### src/rtl/sha256_pkg.sv
`default_nettype none
// ============================================================================
// sha256_pkg : SHA-256 constants, state encoding and round helper functions
// Revision   : 1.0
// ============================================================================
package sha256_pkg;

    typedef enum logic [1:0] {
        ST_IDLE   = 2'd0,
        ST_ROUNDS = 2'd1,
        ST_FINAL  = 2'd2
    } state_t;

    // Element 0 sits in the most significant word, so H0 lands in digest[255:224].
    typedef logic [0:7][31:0] hash_t;

    typedef struct packed {
        logic [31:0] a;
        logic [31:0] b;
        logic [31:0] c;
        logic [31:0] d;
        logic [31:0] e;
        logic [31:0] f;
        logic [31:0] g;
        logic [31:0] h;
    } work_t;

    localparam hash_t H_INIT = {
        32'h6a09e667, 32'hbb67ae85, 32'h3c6ef372, 32'ha54ff53a,
        32'h510e527f, 32'h9b05688c, 32'h1f83d9ab, 32'h5be0cd19
    };

    localparam logic [31:0] K [0:63] = '{
        32'h428a2f98, 32'h71374491, 32'hb5c0fbcf, 32'he9b5dba5,
        32'h3956c25b, 32'h59f111f1, 32'h923f82a4, 32'hab1c5ed5,
        32'hd807aa98, 32'h12835b01, 32'h243185be, 32'h550c7dc3,
        32'h72be5d74, 32'h80deb1fe, 32'h9bdc06a7, 32'hc19bf174,
        32'he49b69c1, 32'hefbe4786, 32'h0fc19dc6, 32'h240ca1cc,
        32'h2de92c6f, 32'h4a7484aa, 32'h5cb0a9dc, 32'h76f988da,
        32'h983e5152, 32'ha831c66d, 32'hb00327c8, 32'hbf597fc7,
        32'hc6e00bf3, 32'hd5a79147, 32'h06ca6351, 32'h14292967,
        32'h27b70a85, 32'h2e1b2138, 32'h4d2c6dfc, 32'h53380d13,
        32'h650a7354, 32'h766a0abb, 32'h81c2c92e, 32'h92722c85,
        32'ha2bfe8a1, 32'ha81a664b, 32'hc24b8b70, 32'hc76c51a3,
        32'hd192e819, 32'hd6990624, 32'hf40e3585, 32'h106aa070,
        32'h19a4c116, 32'h1e376c08, 32'h2748774c, 32'h34b0bcb5,
        32'h391c0cb3, 32'h4ed8aa4a, 32'h5b9cca4f, 32'h682e6ff3,
        32'h748f82ee, 32'h78a5636f, 32'h84c87814, 32'h8cc70208,
        32'h90befffa, 32'ha4506ceb, 32'hbef9a3f7, 32'hc67178f2
    };

    function automatic logic [31:0] rotr(input logic [31:0] x, input int unsigned n);
        return (x >> n) | (x << (32 - n));
    endfunction

    function automatic logic [31:0] big_sigma0(input logic [31:0] x);
        return rotr(x, 2) ^ rotr(x, 13) ^ rotr(x, 22);
    endfunction

    function automatic logic [31:0] big_sigma1(input logic [31:0] x);
        return rotr(x, 6) ^ rotr(x, 11) ^ rotr(x, 25);
    endfunction

    function automatic logic [31:0] small_sigma0(input logic [31:0] x);
        return rotr(x, 7) ^ rotr(x, 18) ^ (x >> 3);
    endfunction

    function automatic logic [31:0] small_sigma1(input logic [31:0] x);
        return rotr(x, 17) ^ rotr(x, 19) ^ (x >> 10);
    endfunction

    function automatic logic [31:0] ch(input logic [31:0] e, input logic [31:0] f,
                                       input logic [31:0] g);
        return (e & f) ^ (~e & g);
    endfunction

    function automatic logic [31:0] maj(input logic [31:0] a, input logic [31:0] b,
                                        input logic [31:0] c);
        return (a & b) ^ (a & c) ^ (b & c);
    endfunction

    function automatic work_t round_step(input work_t v, input logic [31:0] k,
                                         input logic [31:0] w);
        logic [31:0] t1;
        logic [31:0] t2;
        work_t       r;
        t1  = v.h + big_sigma1(v.e) + ch(v.e, v.f, v.g) + k + w;
        t2  = big_sigma0(v.a) + maj(v.a, v.b, v.c);
        r.h = v.g;
        r.g = v.f;
        r.f = v.e;
        r.e = v.d + t1;
        r.d = v.c;
        r.c = v.b;
        r.b = v.a;
        r.a = t1 + t2;
        return r;
    endfunction

endpackage
`default_nettype wire

### src/rtl/sha256_msg_schedule.sv
`default_nettype none
// ============================================================================
// sha256_msg_schedule : 16-word sliding message window, emits Wt..Wt+R-1
// Revision            : 1.0
// ============================================================================
module sha256_msg_schedule
    import sha256_pkg::*;
#(
    parameter int ROUNDS_PER_CYCLE = 1
) (
    input  logic                               clock,
    input  logic                               reset,
    input  logic                               load_en,
    input  logic                               advance,
    input  logic [511:0]                       plain,
    output logic [ROUNDS_PER_CYCLE-1:0][31:0]  wt
);

    logic [31:0] win     [0:15];
    logic [31:0] win_adv [0:15];
    logic [31:0] new0;

    // win[0] always holds W[t]; the appended word is W[t+16].
    assign new0 = small_sigma1(win[14]) + win[9] + small_sigma0(win[1]) + win[0];

    generate
        if (ROUNDS_PER_CYCLE == 2) begin : g_two
            logic [31:0] new1;
            assign new1 = small_sigma1(win[15]) + win[10] + small_sigma0(win[2]) + win[1];
            always_comb begin
                for (int i = 0; i < 14; i++) begin
                    win_adv[i] = win[i + 2];
                end
                win_adv[14] = new0;
                win_adv[15] = new1;
            end
        end else begin : g_one
            always_comb begin
                for (int i = 0; i < 15; i++) begin
                    win_adv[i] = win[i + 1];
                end
                win_adv[15] = new0;
            end
        end
    endgenerate

    always_ff @(posedge clock) begin
        if (reset) begin
            for (int i = 0; i < 16; i++) begin
                win[i] <= '0;
            end
        end else if (load_en) begin
            for (int i = 0; i < 16; i++) begin
                win[i] <= plain[511 - 32*i -: 32];
            end
        end else if (advance) begin
            for (int i = 0; i < 16; i++) begin
                win[i] <= win_adv[i];
            end
        end
    end

    generate
        for (genvar j = 0; j < ROUNDS_PER_CYCLE; j++) begin : g_wt
            assign wt[j] = win[j];
        end
    endgenerate

endmodule
`default_nettype wire

### src/rtl/sha256_block_core.sv
`default_nettype none
// ============================================================================
// sha256_block_core : iterative single-block SHA-256 compression engine
// Revision          : 1.0
// ============================================================================
module sha256_block_core
    import sha256_pkg::*;
#(
    parameter int ROUNDS_PER_CYCLE = 1
) (
    input  logic         clock,
    input  logic         reset,
    input  logic [511:0] plain,
    input  logic         load,
    output logic         empty,
    output logic [255:0] digest,
    output logic         ready
);

    localparam logic [5:0] STEP      = 6'(ROUNDS_PER_CYCLE);
    localparam logic [5:0] LAST_STEP = 6'(64 - ROUNDS_PER_CYCLE);

    state_t                             state;
    state_t                             state_next;
    logic [5:0]                         count;
    work_t                              work;
    work_t                              work_next;
    work_t                              stage [0:ROUNDS_PER_CYCLE];
    hash_t                              work_words;
    hash_t                              final_sum;
    logic [ROUNDS_PER_CYCLE-1:0][31:0]  wt;
    logic                               accept;
    logic                               advance;

    assign accept  = (state == ST_IDLE) && load;
    assign advance = (state == ST_ROUNDS);

    sha256_msg_schedule #(
        .ROUNDS_PER_CYCLE (ROUNDS_PER_CYCLE)
    ) u_sched (
        .clock   (clock),
        .reset   (reset),
        .load_en (accept),
        .advance (advance),
        .plain   (plain),
        .wt      (wt)
    );

    always_ff @(posedge clock) begin
        if (reset) begin
            state <= ST_IDLE;
        end else begin
            state <= state_next;
        end
    end

    always_comb begin
        state_next = state;
        case (state)
            ST_IDLE:   if (load) state_next = ST_ROUNDS;
            ST_ROUNDS: if (count == LAST_STEP) state_next = ST_FINAL;
            ST_FINAL:  state_next = ST_IDLE;
            default:   state_next = ST_IDLE;
        endcase
    end

    // Rounds performed in one clock are chained combinationally.
    assign stage[0] = work;
    generate
        for (genvar j = 0; j < ROUNDS_PER_CYCLE; j++) begin : g_round
            assign stage[j + 1] = round_step(stage[j], K[count + 6'(j)], wt[j]);
        end
    endgenerate
    assign work_next = stage[ROUNDS_PER_CYCLE];

    assign work_words = hash_t'(work);
    always_comb begin
        for (int i = 0; i < 8; i++) begin
            final_sum[i] = H_INIT[i] + work_words[i];
        end
    end

    always_ff @(posedge clock) begin
        if (reset) begin
            work   <= '0;
            count  <= '0;
            digest <= '0;
            ready  <= 1'b0;
            empty  <= 1'b1;
        end else begin
            case (state)
                ST_IDLE: begin
                    if (load) begin
                        work  <= work_t'(H_INIT);
                        count <= '0;
                        ready <= 1'b0;
                        empty <= 1'b0;
                    end
                end
                ST_ROUNDS: begin
                    work  <= work_next;
                    count <= count + STEP;
                end
                ST_FINAL: begin
                    digest <= final_sum;
                    ready  <= 1'b1;
                    empty  <= 1'b1;
                end
                default: begin
                    empty <= 1'b1;
                end
            endcase
        end
    end

endmodule
`default_nettype wire

### config.mk
export PLATFORM = sky130hd
export DESIGN_NAME = sha256_block_core
export DESIGN_NICKNAME = d
export VERILOG_FILES = /design/src/rtl/sha256_pkg.sv /design/src/rtl/sha256_msg_schedule.sv /design/src/rtl/sha256_block_core.sv
export SDC_FILE = /design/constraint.sdc
export NUM_CORES = 2
export LEC_CHECK = 0
export CAP_MARGIN = 15
export CORE_MARGIN = 1.5
export CORE_UTILIZATION = 39
export DETAILED_ROUTE_END_ITERATION = 8
export HOLD_SLACK_MARGIN = 0.08
export PLACE_DENSITY = 0.68
export SETUP_SLACK_MARGIN = 0.02
export SLEW_MARGIN = 30
export SYNTH_ARGS = -nofsm -noshare
export SYNTH_HDL_FRONTEND = slang
export SYNTH_SLANG_ARGS = --single-unit
### constraint.sdc
create_clock -name clock -period 18.42 [get_ports clock]
set_clock_uncertainty 0.05 [all_clocks]
set_input_delay 3.684 -clock clock [delete_from_list [all_inputs] [get_ports clock]]
set_output_delay 3.684 -clock clock [all_outputs]
set_load 0.01 [all_outputs]
==> flow_summary_export.csv <==
group,metric,value,unit
die,die_height,391,um
drt,remaining_drc_errors,0,
drt,avgRoutedWirePerCell,27.6,um
critical_path,worstReg2RegStart,"count[0]$_SDFFE_PP0P_",
yosys,synth-edff-count,512,
critical_path,crit_path_start_kind,"flop",
final_layout,final_cell_count_no_fill,8588,
grt,grt_pass1_wl,337000,um
sta,worst_pin_slew,1.06,ns
sta,timing.setup.tns,0,ns
placed_design,placedInstanceArea,67800,um^2
clock_network,tritoncts,"done",
critical_path,worst_ep_arrival_time,10.39,ns
yosys,ys.warnings.count,0,
grt,grt_remaining_overflow,0,
placed_design,gp_routability_congestion,0.974,
sta,timing.fmax,102,MHz
grt,pin_count_of_the_biggest_net_entering_global_routing,215,
final_layout,layout.cells.most_common,"sky130_fd_sc_hd__nand2_1",
final_layout,mostFrequentLayoutCells,"796 x sky130_fd_sc_hd__nand2_1, 771 x sky130_fd_sc_hd__clkdlybuf4s50_1, 518 x sky130_fd_sc_hd__dfxtp_1",
clock_network,cts_made_buffers,113,
critical_path,cpMaxStageDelayCell,"sky130_fd_sc_hd__ha_1",
grt,grt_usage,0.302,
placed_design,post-dp-hpwl,179000,um
sta,setup-violations-final,0,
critical_path,timing.critical_path.buf_inv,7,
final_layout,multi_input_logic_area,30100,um^2
drt,dr.pass1.iters,5,
placed_design,place_inst,8365,
critical_path,timing.critical_path.depth,35,
final_layout,layout-area-overhead-vs-synth,22.1,%
clock_network,clockRootBuffer,"sky130_fd_sc_hd__clkbuf_16",
sta,rsz_0062_raised_after_global_routing,"no",
critical_path,worst_setup_path_startpoint,"count[0]$_SDFFE_PP0P_",
final_layout,finalNetCount,7319,
sta,period_minus_slack,9.80,ns
critical_path,reg2reg_depth,35,
yosys,post_synth.cell_area_avg,9.83,um^2
die,die_width,391,um
sta,timing.final.hold_violations,0,
yosys,ys_seq_area_frac,0.440,
clock_network,cts_repair_resize_count,0,
sta,hold-worst-slack,0.401,ns
clock_network,cts_max_path_buffers,3,
clock_network,clock_latency,0.76,ns
critical_path,path_max_fanout,32,
run_status,outcome,"finished clean",
final_layout,layout-drive-gt1-share,0.0650,
placed_design,io_buffer_count,772,
critical_path,worst_setup_path_end_kind,"flop",
hold_path,worst_hold_startpoint,"digest[108]$_SDFFE_PP0P_",
clock_network,numClockSinks,1034,
critical_path,data_required_time_of_the_critical_path,19.01,ns
yosys,synthesis.instances,5969,
die,floorplan.io_pins,773,
drt,finalWirelength,237000,um
yosys,async_flop_share,0,
grt,number_of_global_route_vias_before_repair,47700,
yosys,ys_ff_latch,1034,
critical_path,timing.critical_path.max_delay_family,"adder cells",
hold_path,whs_path_depth,2,
drt,detailedRoute.firstIterationViolations,4877,
final_layout,finalInstanceArea,71600,um^2
sta,timing_max_transition_violations_final,0,
hold_path,hold_path.class,"reg2reg",
grt,number_of_antenna_violations_at_the_first_check_in_global_routing,19,
drt,antenna_left,0,
clock_network,clock_tree.htree_level_count,3,
die,die_area,153000,um^2
critical_path,worst-setup-path-type,"reg2reg",
run,total_of_max_cap_violations,0,
sta,final.period_utilization,0.532,
yosys,synth_fp_nets,6824,
final_layout,fillerInstances,14000,
yosys,yosys_most_used_dff,"sky130_fd_sc_hd__dfxtp_1",
final_layout,storage_element_area,25800,um^2
die,rows,142,
clock_network,post_cts_buffers,0,
clock_network,cts.hold.buffers_added,0,
clock_network,clk_pin_slew,0.07,ns
yosys,synthDistinctLibCells,90,
drt,routed_vias,49700,
die,initial_utilization,0.392,
drt,via_per_inst,5.78,
yosys,netlist_area,58700,um^2
critical_path,timing.critical_path.slowest_cell_delay,0.72,ns
die,floorplan.core_area,150000,um^2
sta,rel_slew_slack,0.296,
## synth_stat cells, types with 10 or more instances
master	n	area, um^2
sky130_fd_sc_hd__a311o_1	10	100
sky130_fd_sc_hd__a21o_1	88	661
sky130_fd_sc_hd__o21ai_1	10	50.1
sky130_fd_sc_hd__inv_1	278	1040
sky130_fd_sc_hd__o21a_1	25	188
sky130_fd_sc_hd__mux2_2	17	191
sky130_fd_sc_hd__nand3_1	64	320
sky130_fd_sc_hd__o21ai_0	255	1280
sky130_fd_sc_hd__a31o_2	10	87.6
sky130_fd_sc_hd__clkbuf_1	414	1550
sky130_fd_sc_hd__a21boi_0	14	105
sky130_fd_sc_hd__nand2_1	797	2990
sky130_fd_sc_hd__nor2_1	334	1250
sky130_fd_sc_hd__a31oi_1	34	213
sky130_fd_sc_hd__edfxtp_1	512	15400
sky130_fd_sc_hd__nor2b_1	24	150
sky130_fd_sc_hd__o31ai_1	34	255
sky130_fd_sc_hd__a311oi_1	43	377
sky130_fd_sc_hd__ha_1	153	1910
sky130_fd_sc_hd__a22o_1	396	3470
sky130_fd_sc_hd__buf_1	38	143
sky130_fd_sc_hd__xor2_1	169	1480
sky130_fd_sc_hd__and2_1	11	68.8
sky130_fd_sc_hd__a211oi_1	133	998
sky130_fd_sc_hd__xnor2_1	363	3180
sky130_fd_sc_hd__fa_1	187	3740
sky130_fd_sc_hd__nor3_1	64	320
sky130_fd_sc_hd__o21bai_1	23	173
sky130_fd_sc_hd__dfxtp_1	522	10500
sky130_fd_sc_hd__nor4_1	11	68.8
sky130_fd_sc_hd__a2111oi_0	10	87.6
sky130_fd_sc_hd__o211ai_1	17	128
sky130_fd_sc_hd__o221a_2	110	1240
sky130_fd_sc_hd__or3_1	33	206
sky130_fd_sc_hd__and3_1	36	225
sky130_fd_sc_hd__a21oi_1	508	2540
sky130_fd_sc_hd__nand2b_1	31	194
sky130_fd_sc_hd__mux2i_1	26	260
## final cells by class
| type | instances | area share |
|---|---|---|
| flip-flops and latches | 1034 | 0.361 |
| inverters | 282 | 0.0151 |
| clock inverters | 58 | 0.00935 |
| repair buffers | 837 | 0.116 |
| diodes | 14 | 0.000489 |
| well taps | 2016 | 0.0352 |
| multi-input cells | 4196 | 0.421 |
| clock buffers | 151 | 0.0426 |
## path summary, 6_finish.rpt
kind / slack, ns / end
worst max-delay path: 8.62 / stage[216]$_SDFFE_PP0P_
worst min-delay path: 0.40 / digest[108]$_SDFFE_PP0P_
worst max register to register: 8.62 / stage[216]$_SDFFE_PP0P_
worst min register to register: 0.40 / digest[108]$_SDFFE_PP0P_
## stage by stage
step | util | worst slack, ns
finish | 0.479 | 8.62
global route | 0.479 | 8.11
CTS | 0.478 | 8.80
detailed placement | 0.453 | 8.86
global placement | 0.453 | 8.90
floorplan | - | 8.42
## worst min-delay path, delay by kind of cell (launching register included)
family,cells,cell delay [ns]
AND/OR/NAND/NOR,1,0.05
AO/OA/AOI/OAI,1,0.05
flip-flops,1,0.31
## routing by layer
metal,routed length [um],vias to the layer above,GRT usage
met5,108,-,0
met4,12500,16,0.144
met3,19500,459,0.0566
met2,113000,2362,0.499
met1,92800,24500,0.379
li1,-,22400,-
## registers in the layout (all words and copies together), names as in the netlist
signal       flops
u_sched.win    512
digest         256
stage          256
count            6
state            2
empty            1
ready            1
## cells by family after synthesis
kind of cell | after synthesis | share of synthesized area
multiplexers | 52 | 0.0112
AND/OR/NAND/NOR | 1462 | 0.106
XOR/XNOR | 534 | 0.0802
AO/OA/AOI/OAI | 1806 | 0.218
adder cells (fa/ha/maj) | 342 | 0.0968
buffers and inverters | 739 | 0.0474
flip-flops | 1034 | 0.440
Power is not shown: default switching activity piles up to over one toggle a cycle in this logic, so the estimate is an artifact.
